$ cat config.mk
export PLATFORM = sky130hd
export DESIGN_NAME = add4_serial_ctrl
export DESIGN_NICKNAME = d
export VERILOG_FILES = /design/src/rtl/add4_pkg.sv /design/src/rtl/add4.sv /design/src/rtl/add4_serial_ctrl.sv
export SDC_FILE = /design/constraint.sdc
export NUM_CORES = 1
export LEC_CHECK = 0
export BUFFER_PORTS_ARGS = -buffer_cell sky130_fd_sc_hd__clkbuf_2
export CORE_MARGIN = 3
export CORE_UTILIZATION = 45
export CTS_CLUSTER_SIZE = 20
export DETAILED_ROUTE_END_ITERATION = 16
export PLACE_DENSITY = 0.7
export SLEW_MARGIN = 20
export SYNTH_ARGS = -nofsm -noshare
export SYNTH_HDL_FRONTEND = slang
export SYNTH_SLANG_ARGS = --single-unit
$ cat constraint.sdc
create_clock -name clk -period 2.9 [get_ports clk]
set_input_delay 0.58 -clock clk [delete_from_list [all_inputs] [get_ports clk]]
set_output_delay 0.58 -clock clk [all_outputs]
set_load 0.03 [all_outputs]
$ cat src/rtl/add4_pkg.sv
// Shared definitions for the serial wide-add sequencer and its nibble adder.
package add4_pkg;

    localparam int unsigned NIBBLE_W = 4;

    typedef enum logic [1:0] {
        IDLE,
        ADD,
        CINC,
        DONE
    } add4_seq_state_t;

    // Nibble-index width: clog2(n), but never less than one bit.
    function automatic int unsigned idx_w(input int unsigned n);
        return (n <= 2) ? 1 : $clog2(n);
    endfunction

endpackage

$ cat src/rtl/add4.sv
// Four-bit adder without carry-in; carry out of bit 3 is reported on c.
module add4
    import add4_pkg::*;
(
    input  logic [NIBBLE_W-1:0] a,
    input  logic [NIBBLE_W-1:0] b,
    output logic [NIBBLE_W-1:0] s,
    output logic                c
);

    // Plain five-bit sum split into carry and nibble.
    always_comb begin
        {c, s} = {1'b0, a} + {1'b0, b};
    end

endmodule

$ cat src/rtl/add4_serial_ctrl.sv
// Wide adder built from one shared add4, two passes per nibble:
// ADD forms a[idx]+b[idx], CINC folds in the running carry.
module add4_serial_ctrl
    import add4_pkg::*;
#(
    parameter int unsigned NIBBLES = 4
) (
    input  logic                          clk,
    input  logic                          rst_n,
    input  logic                          in_valid,
    output logic                          in_ready,
    input  logic [NIBBLES*NIBBLE_W-1:0]   in_a,
    input  logic [NIBBLES*NIBBLE_W-1:0]   in_b,
    input  logic                          in_cin,
    output logic                          out_valid,
    input  logic                          out_ready,
    output logic [NIBBLES*NIBBLE_W-1:0]   out_sum,
    output logic                          out_cout
);

    localparam int unsigned W        = NIBBLES * NIBBLE_W;
    localparam int unsigned IDX_W    = idx_w(NIBBLES);
    localparam logic [IDX_W-1:0] IDX_LAST = IDX_W'(NIBBLES - 1);

    add4_seq_state_t state, state_next;

    logic [W-1:0]        a_reg;
    logic [W-1:0]        b_reg;
    logic [W-1:0]        sum_reg;
    logic [NIBBLE_W-1:0] tmp;
    logic                c1;
    logic                cy;
    logic [IDX_W-1:0]    idx;
    logic                last;

    logic [NIBBLE_W-1:0] add_a;
    logic [NIBBLE_W-1:0] add_b;
    logic [NIBBLE_W-1:0] add_s;
    logic                add_c;

    assign last = (idx == IDX_LAST);

    add4 u_add4 (
        .a (add_a),
        .b (add_b),
        .s (add_s),
        .c (add_c)
    );

    // State register.
    always_ff @(posedge clk or negedge rst_n) begin
        if (!rst_n) begin
            state <= IDLE;
        end else begin
            state <= state_next;
        end
    end

    // Next-state decode and adder operand mux.
    always_comb begin
        state_next = state;
        add_a      = '0;
        add_b      = '0;
        case (state)
            IDLE: begin
                if (in_valid) begin
                    state_next = ADD;
                end
            end
            ADD: begin
                add_a      = a_reg[idx*NIBBLE_W +: NIBBLE_W];
                add_b      = b_reg[idx*NIBBLE_W +: NIBBLE_W];
                state_next = CINC;
            end
            CINC: begin
                add_a      = tmp;
                add_b      = {{(NIBBLE_W-1){1'b0}}, cy};
                state_next = last ? DONE : ADD;
            end
            DONE: begin
                if (out_ready) begin
                    state_next = IDLE;
                end
            end
            default: begin
                state_next = IDLE;
            end
        endcase
    end

    // Operand capture, per-nibble partial results and carry chaining.
    // c1 and the CINC carry are mutually exclusive, so OR is an exact add.
    always_ff @(posedge clk or negedge rst_n) begin
        if (!rst_n) begin
            a_reg   <= '0;
            b_reg   <= '0;
            sum_reg <= '0;
            tmp     <= '0;
            c1      <= 1'b0;
            cy      <= 1'b0;
            idx     <= '0;
        end else begin
            case (state)
                IDLE: begin
                    if (in_valid) begin
                        a_reg <= in_a;
                        b_reg <= in_b;
                        cy    <= in_cin;
                        idx   <= '0;
                    end
                end
                ADD: begin
                    tmp <= add_s;
                    c1  <= add_c;
                end
                CINC: begin
                    sum_reg[idx*NIBBLE_W +: NIBBLE_W] <= add_s;
                    cy <= c1 | add_c;
                    if (!last) begin
                        idx <= idx + IDX_W'(1);
                    end
                end
                default: begin
                end
            endcase
        end
    end

    // Handshake flags decode from state; result comes straight from registers.
    always_comb begin
        in_ready  = (state == IDLE);
        out_valid = (state == DONE);
        out_sum   = sum_reg;
        out_cout  = cy;
    end

endmodule

[After elaboration in Yosys (flattened, before gate mapping)]
Index checks and enable logic that the tools add are counted.
Storage, ports and cells
  register bits after elaboration: 58
  bits in latches: 0
  bits in writable memories: 0
  bits in read-only memories: 0
  input port bits: 37
  output and inout port bits: 19
  logic and storage cells: 41
  memories kept: 0
Operators by class
  add/subtract/negate cells: 3
  $mul: 0
  divide/modulo/power cells: 0
  magnitude comparators: 0
  equality and inequality tests: 7
  shift operators: 4
  multiplexer cells: 12
  bitwise logic cells: 1
  reduce and logical (&&, ||, !) cells: 6
Operators by type and width (number)
  4-bit negator with 34-bit output: 1
  4-bit by 34-bit variable shift with 16-bit output, first input constant: 1
  4-bit by 34-bit variable part select with 16-bit output: 1
  16-bit by 5-bit variable part select with 4-bit output: 2
  16-bit bitwise mux: 1
  4-bit case mux with 2 select lines: 2
  2-bit two-way mux: 5
  2-bit case mux with 4 select lines: 1
  2-bit == test, second input constant: 3
  2-bit AND reduction: 3
  4-bit by 4-bit adder with 5-bit output: 1
  2-bit inequality test, second input constant: 2
  2-bit case mux with 2 select lines: 1
  3-bit AND reduction: 1
  2-bit by 1-bit adder with 2-bit output, second input constant: 1
  2-bit by 1-bit == test with 1-bit output, second input constant: 1
  2-bit logical NOT: 1
  2-bit by 1-bit inequality test with 1-bit output, second input constant: 1
  1-bit case mux with 2 select lines: 1
  2-bit nonzero test: 1
  1-bit two-way mux: 1
  1-bit bitwise OR: 1

[Logic depth before layout (Yosys ltp)]
  depth after elaboration: 5
  depth in mapped cells: 11

[Hierarchy]
From an unflattened synthesis, not the netlist that was laid out.
Second synthesis, totals
  cells, all modules: 218
  area total of the unflattened synthesis: 2881.5 µm²
By module, submodules not included
  add4_serial_ctrl: times used 1, cells each 202, area each 2745.1 µm², seq. area each 1451.4 µm²
  add4: times used 1, cells each 16, area each 136.4 µm², seq. area each 0.0 µm²

[Worst setup path after synthesis]
Ideal clock, no wire load.
  path type: reg2reg
  start: reg idx[0]
  end: reg cy (netlist: out_cout)
  library setup time: 0.136 ns
  arrival time: 2.545 ns
  slack: 0.219 ns
  cell stages (with the launch flop): 9
  path buffers: 1
  clock period less this slack: 2.681 ns
  cell sequence: dfrtp_1 > buf_6 > mux4_1 > a32o_1 > ha_1 > fa_1 > a21o_1 > a2111oi_0 > o31ai_1
On the way
  cells in the longest elaborated chain, start to end: 5
  elaborated cells on any way between the ends: 7
Ends and longest elaborated chain
  start, declared: line add4_serial_ctrl.sv:33  | logic [IDX_W-1:0] idx;
  start signal, assigned: line add4_serial_ctrl.sv:120  | idx <= idx + IDX_W'(1);
  16-bit by 5-bit variable part select with 4-bit output, on equally long branches: line add4_serial_ctrl.sv:71, add4_serial_ctrl.sv:72
  4-bit case mux with 2 select lines: line add4_serial_ctrl.sv:64  | case (state)
  4-bit by 4-bit adder with 5-bit output *: line add4.sv:13  | {c, s} = {1'b0, a} + {1'b0, b};
  1-bit bitwise OR *: line add4_serial_ctrl.sv:118  | cy <= c1 | add_c;
  1-bit case mux with 2 select lines *: line add4_serial_ctrl.sv:103  | case (state)
  end signal, assigned: line add4_serial_ctrl.sv:108  | cy <= in_cin;
  end signal, assigned: line add4_serial_ctrl.sv:118
  end, declared: line add4_serial_ctrl.sv:32  | logic cy;
Mark *: on every way between the ends. The rest lies on a longest branch, timed or not.
A chain may end at the register's enable or synchronous reset.

[Worst setup path in the final report]
Ends and elaborated chain as after synthesis.

==> metrics <==
synth-to-layout area growth=20.0%; count leader, synth=dfrtp_1; Die X=85.4 um; final WL=5940 um; # DRC=0; Synth Flop Type=dfrtp_1; vias=1923; Slew Viols, Final=0; post-synth top area cell=dfrtp_1; Final Hold Viols=0; most instantiated cells after synthesis=58 x dfrtp_1, 34 x mux2_2, 17 x nand2_1; Clock Sink Count=58; Clk pwr share=19.1%; first-pass GRT wire length=10100 um; vias per inst=5.42; Setup WS post-layout=0.164 ns; Final Critical Period=2.74 ns; EDFF count, synth=0; I/O pin count=56; Fill cells=519; Slew headroom=50.9%; Pre-antenna DRT Iters=4; Worst IR Drop VDD=0.000558 V; drt wl/cell=16.7 um; outcome=complete, no violations; row count=28; CTS max path bufs=2; GRT overflow=0; Die H=85.4 um; Synth Instances=209; Post-Route Setup TNS=0 ns; vias in the first global route=2117; Pwr Density=1020 mW/mm^2; Port Buf Inserts=55; CTS HTree Levels=3; CTS tree=yes; Critical Path Fanout Max=6; Mapped Avg Cell Area=13.6 um^2; later-pin clock latency in the skew report=0.35 ns; Fin Clk Skew=0.00759 ns; Gate power share=42.9%; number of max-cap violations=0; fin nets=327; Cell Area, Synth=0.00284 mm^2; Syn. warnings=0; Root Driver=clkbuf_8; startpoint types=flop; syn nets=261; Int Power=2.20 mW; Min-Delay Path Class=primary input to asynchronous set/reset pin; core area=0.00603 mm^2; Peak Freq=0.366 GHz; Initial Utilization=47.1%; Synth top area share=51.1%; RSZ-0062 raised after global routing=no; Netlist cell types=39; post-synthesis async set-or-reset flop share=100%; register clock-pin slew on the reported worst setup and hold paths=0.07 ns; dpl hpwl=4510 um; Seq pwr share=38.0%; drt initial violations=54; dpl ws=0.110 ns; Area contributors post-synth=dfrtp_1 51%, mux2_2 13%, mux4_1 7.4%; CP required=3.11 ns; Setup crit end kind=flop; Num CTS Buffers=9; Placement Cell Area=0.00322 mm^2; LEAKAGE=1.62 nW; count of state elements after synthesis=58; Sw Pwr=1.29 mW; Antenna Violating Nets Remaining=0; Seq/Total Area, Yosys=51.1%; design area=0.00341 mm^2; gp weighted congestion=0.965; largest net degree at the start of global routing=33; ratio of cells with drive above 1 in the final layout=42.1%; diodes inserted=0; crit share post-route=94.3%; Crit path arrival time=2.95 ns; Final setup violation count=0; WS Path Type=flop to flop; switching share of power=36.9%; die area=0.00730 mm^2; initial antenna violation count=0; multi-input logic area=0.00131 mm^2; FF+latch area=0.00145 mm^2; total routing usage reported by global routing=18.2%; Slew @ Worst Pin=0.737 ns; fin util=56.5%
[power groups by stage]
| stage | registers [mW] | clock network, mW | logic (mW) |
|---|---|---|---|
| floorplan | 1.30 | 0 | 1.10 |
| global placement | 1.33 | 0 | 1.45 |
| detailed placement | 1.35 | 0 | 1.49 |
| CTS | 1.33 | 0.685 | 1.50 |
| global route | 1.36 | 0.728 | 1.65 |
| finish | 1.32 | 0.666 | 1.50 |
[final cells by class]
cell class              instances  share of cell area, %
repair buffers                 65                   10.3
inverters                       7                  0.771
flip-flops and latches         58                   42.6
clock buffers                  10                   4.04
clock inverters                 6                   1.25
well taps                      75                   2.75
multi-input cells             134                   38.3
[cell usage in the layout, fill, tap and decap left out, types with 2 or more instances in the layout]
master / n
dfrtp_1: 58
o31ai_1: 5
buf_4: 10
mux4_1: 8
mux2_2: 34
clkbuf_2: 55
nand2_1: 17
a21oi_1: 7
clkbuf_8: 10
or4_1: 2
a22o_1: 8
o21ai_0: 3
and2_1: 4
nand3_1: 3
clkinv_2: 2
inv_1: 7
clkinv_4: 2
a32o_1: 5
clkinvlp_4: 2
ha_1: 14
nor2_1: 4
nor4b_1: 2
[metal layers]
layer | part of all wire (%) | global-route usage, %
met4 | 1.6 | 4.32
met5 | 0 | 0
met1 | 43 | 21.4
met3 | 5.8 | 8.25
met2 | 49 | 30.4
[worst max-delay path, stage by stage, from the launching register on]
cell	delay, ns
dfrtp_1	0.48
mux4_1	0.58
a32o_1	0.23
ha_1	0.22
fa_1	0.41
a21o_1	0.20
a2111oi_2	0.36
o31ai_1	0.12
[cells by family after synthesis]
kind of cell / after synthesis / share of synthesized area, %
AOI/OAI and AO/OA: 37 / 10.1
xor gates and xnor gates: 1 / 0.308
adders and majority gates: 15 / 6.87
buffers and inverters: 17 / 3.17
DFF: 58 / 51.1
muxes: 43 / 21.2
and+or+nand+nor: 38 / 7.18
[final timing paths]
kind                                          from                       to  slack, ns  cells after the start
hold reg to reg            out_sum[10]$_DFFE_PN0P_  out_sum[10]$_DFFE_PN0P_       0.48                      2
setup / recovery                idx[0]$_DFFE_PN0P_     out_cout$_DFFE_PN0P_       0.16                      7
min in group clk                          in_b[10]    b_reg[10]$_DFFE_PN0P_       0.46                      2
max in group asynchronous                    rst_n       tmp[1]$_DFFE_PN0N_       1.78                      2
hold / removal                               rst_n     a_reg[9]$_DFFE_PN0P_       0.29                      1
setup reg to reg                idx[0]$_DFFE_PN0P_     out_cout$_DFFE_PN0P_       0.16                      7
[repair_timing]
item / 4_1_cts / 5_1_grt
gates resized for setup: 0 / 2
setup endpoints to repair: 0 / 1
endpoints found under the hold margin: 0 / 0
hold buffers: 0 / 0
buffers inserted: 0 / 0
[per-stage QoR]
stage	std cells	total power, mW	hold WS [ns]
global route	355	3.74	0.327
global placement	339	2.78	0.469
finish	355	3.49	0.289
floorplan	209	2.40	0.284
detailed placement	339	2.84	0.474
CTS	355	3.52	0.308
(Power assumes the default switching activity.)
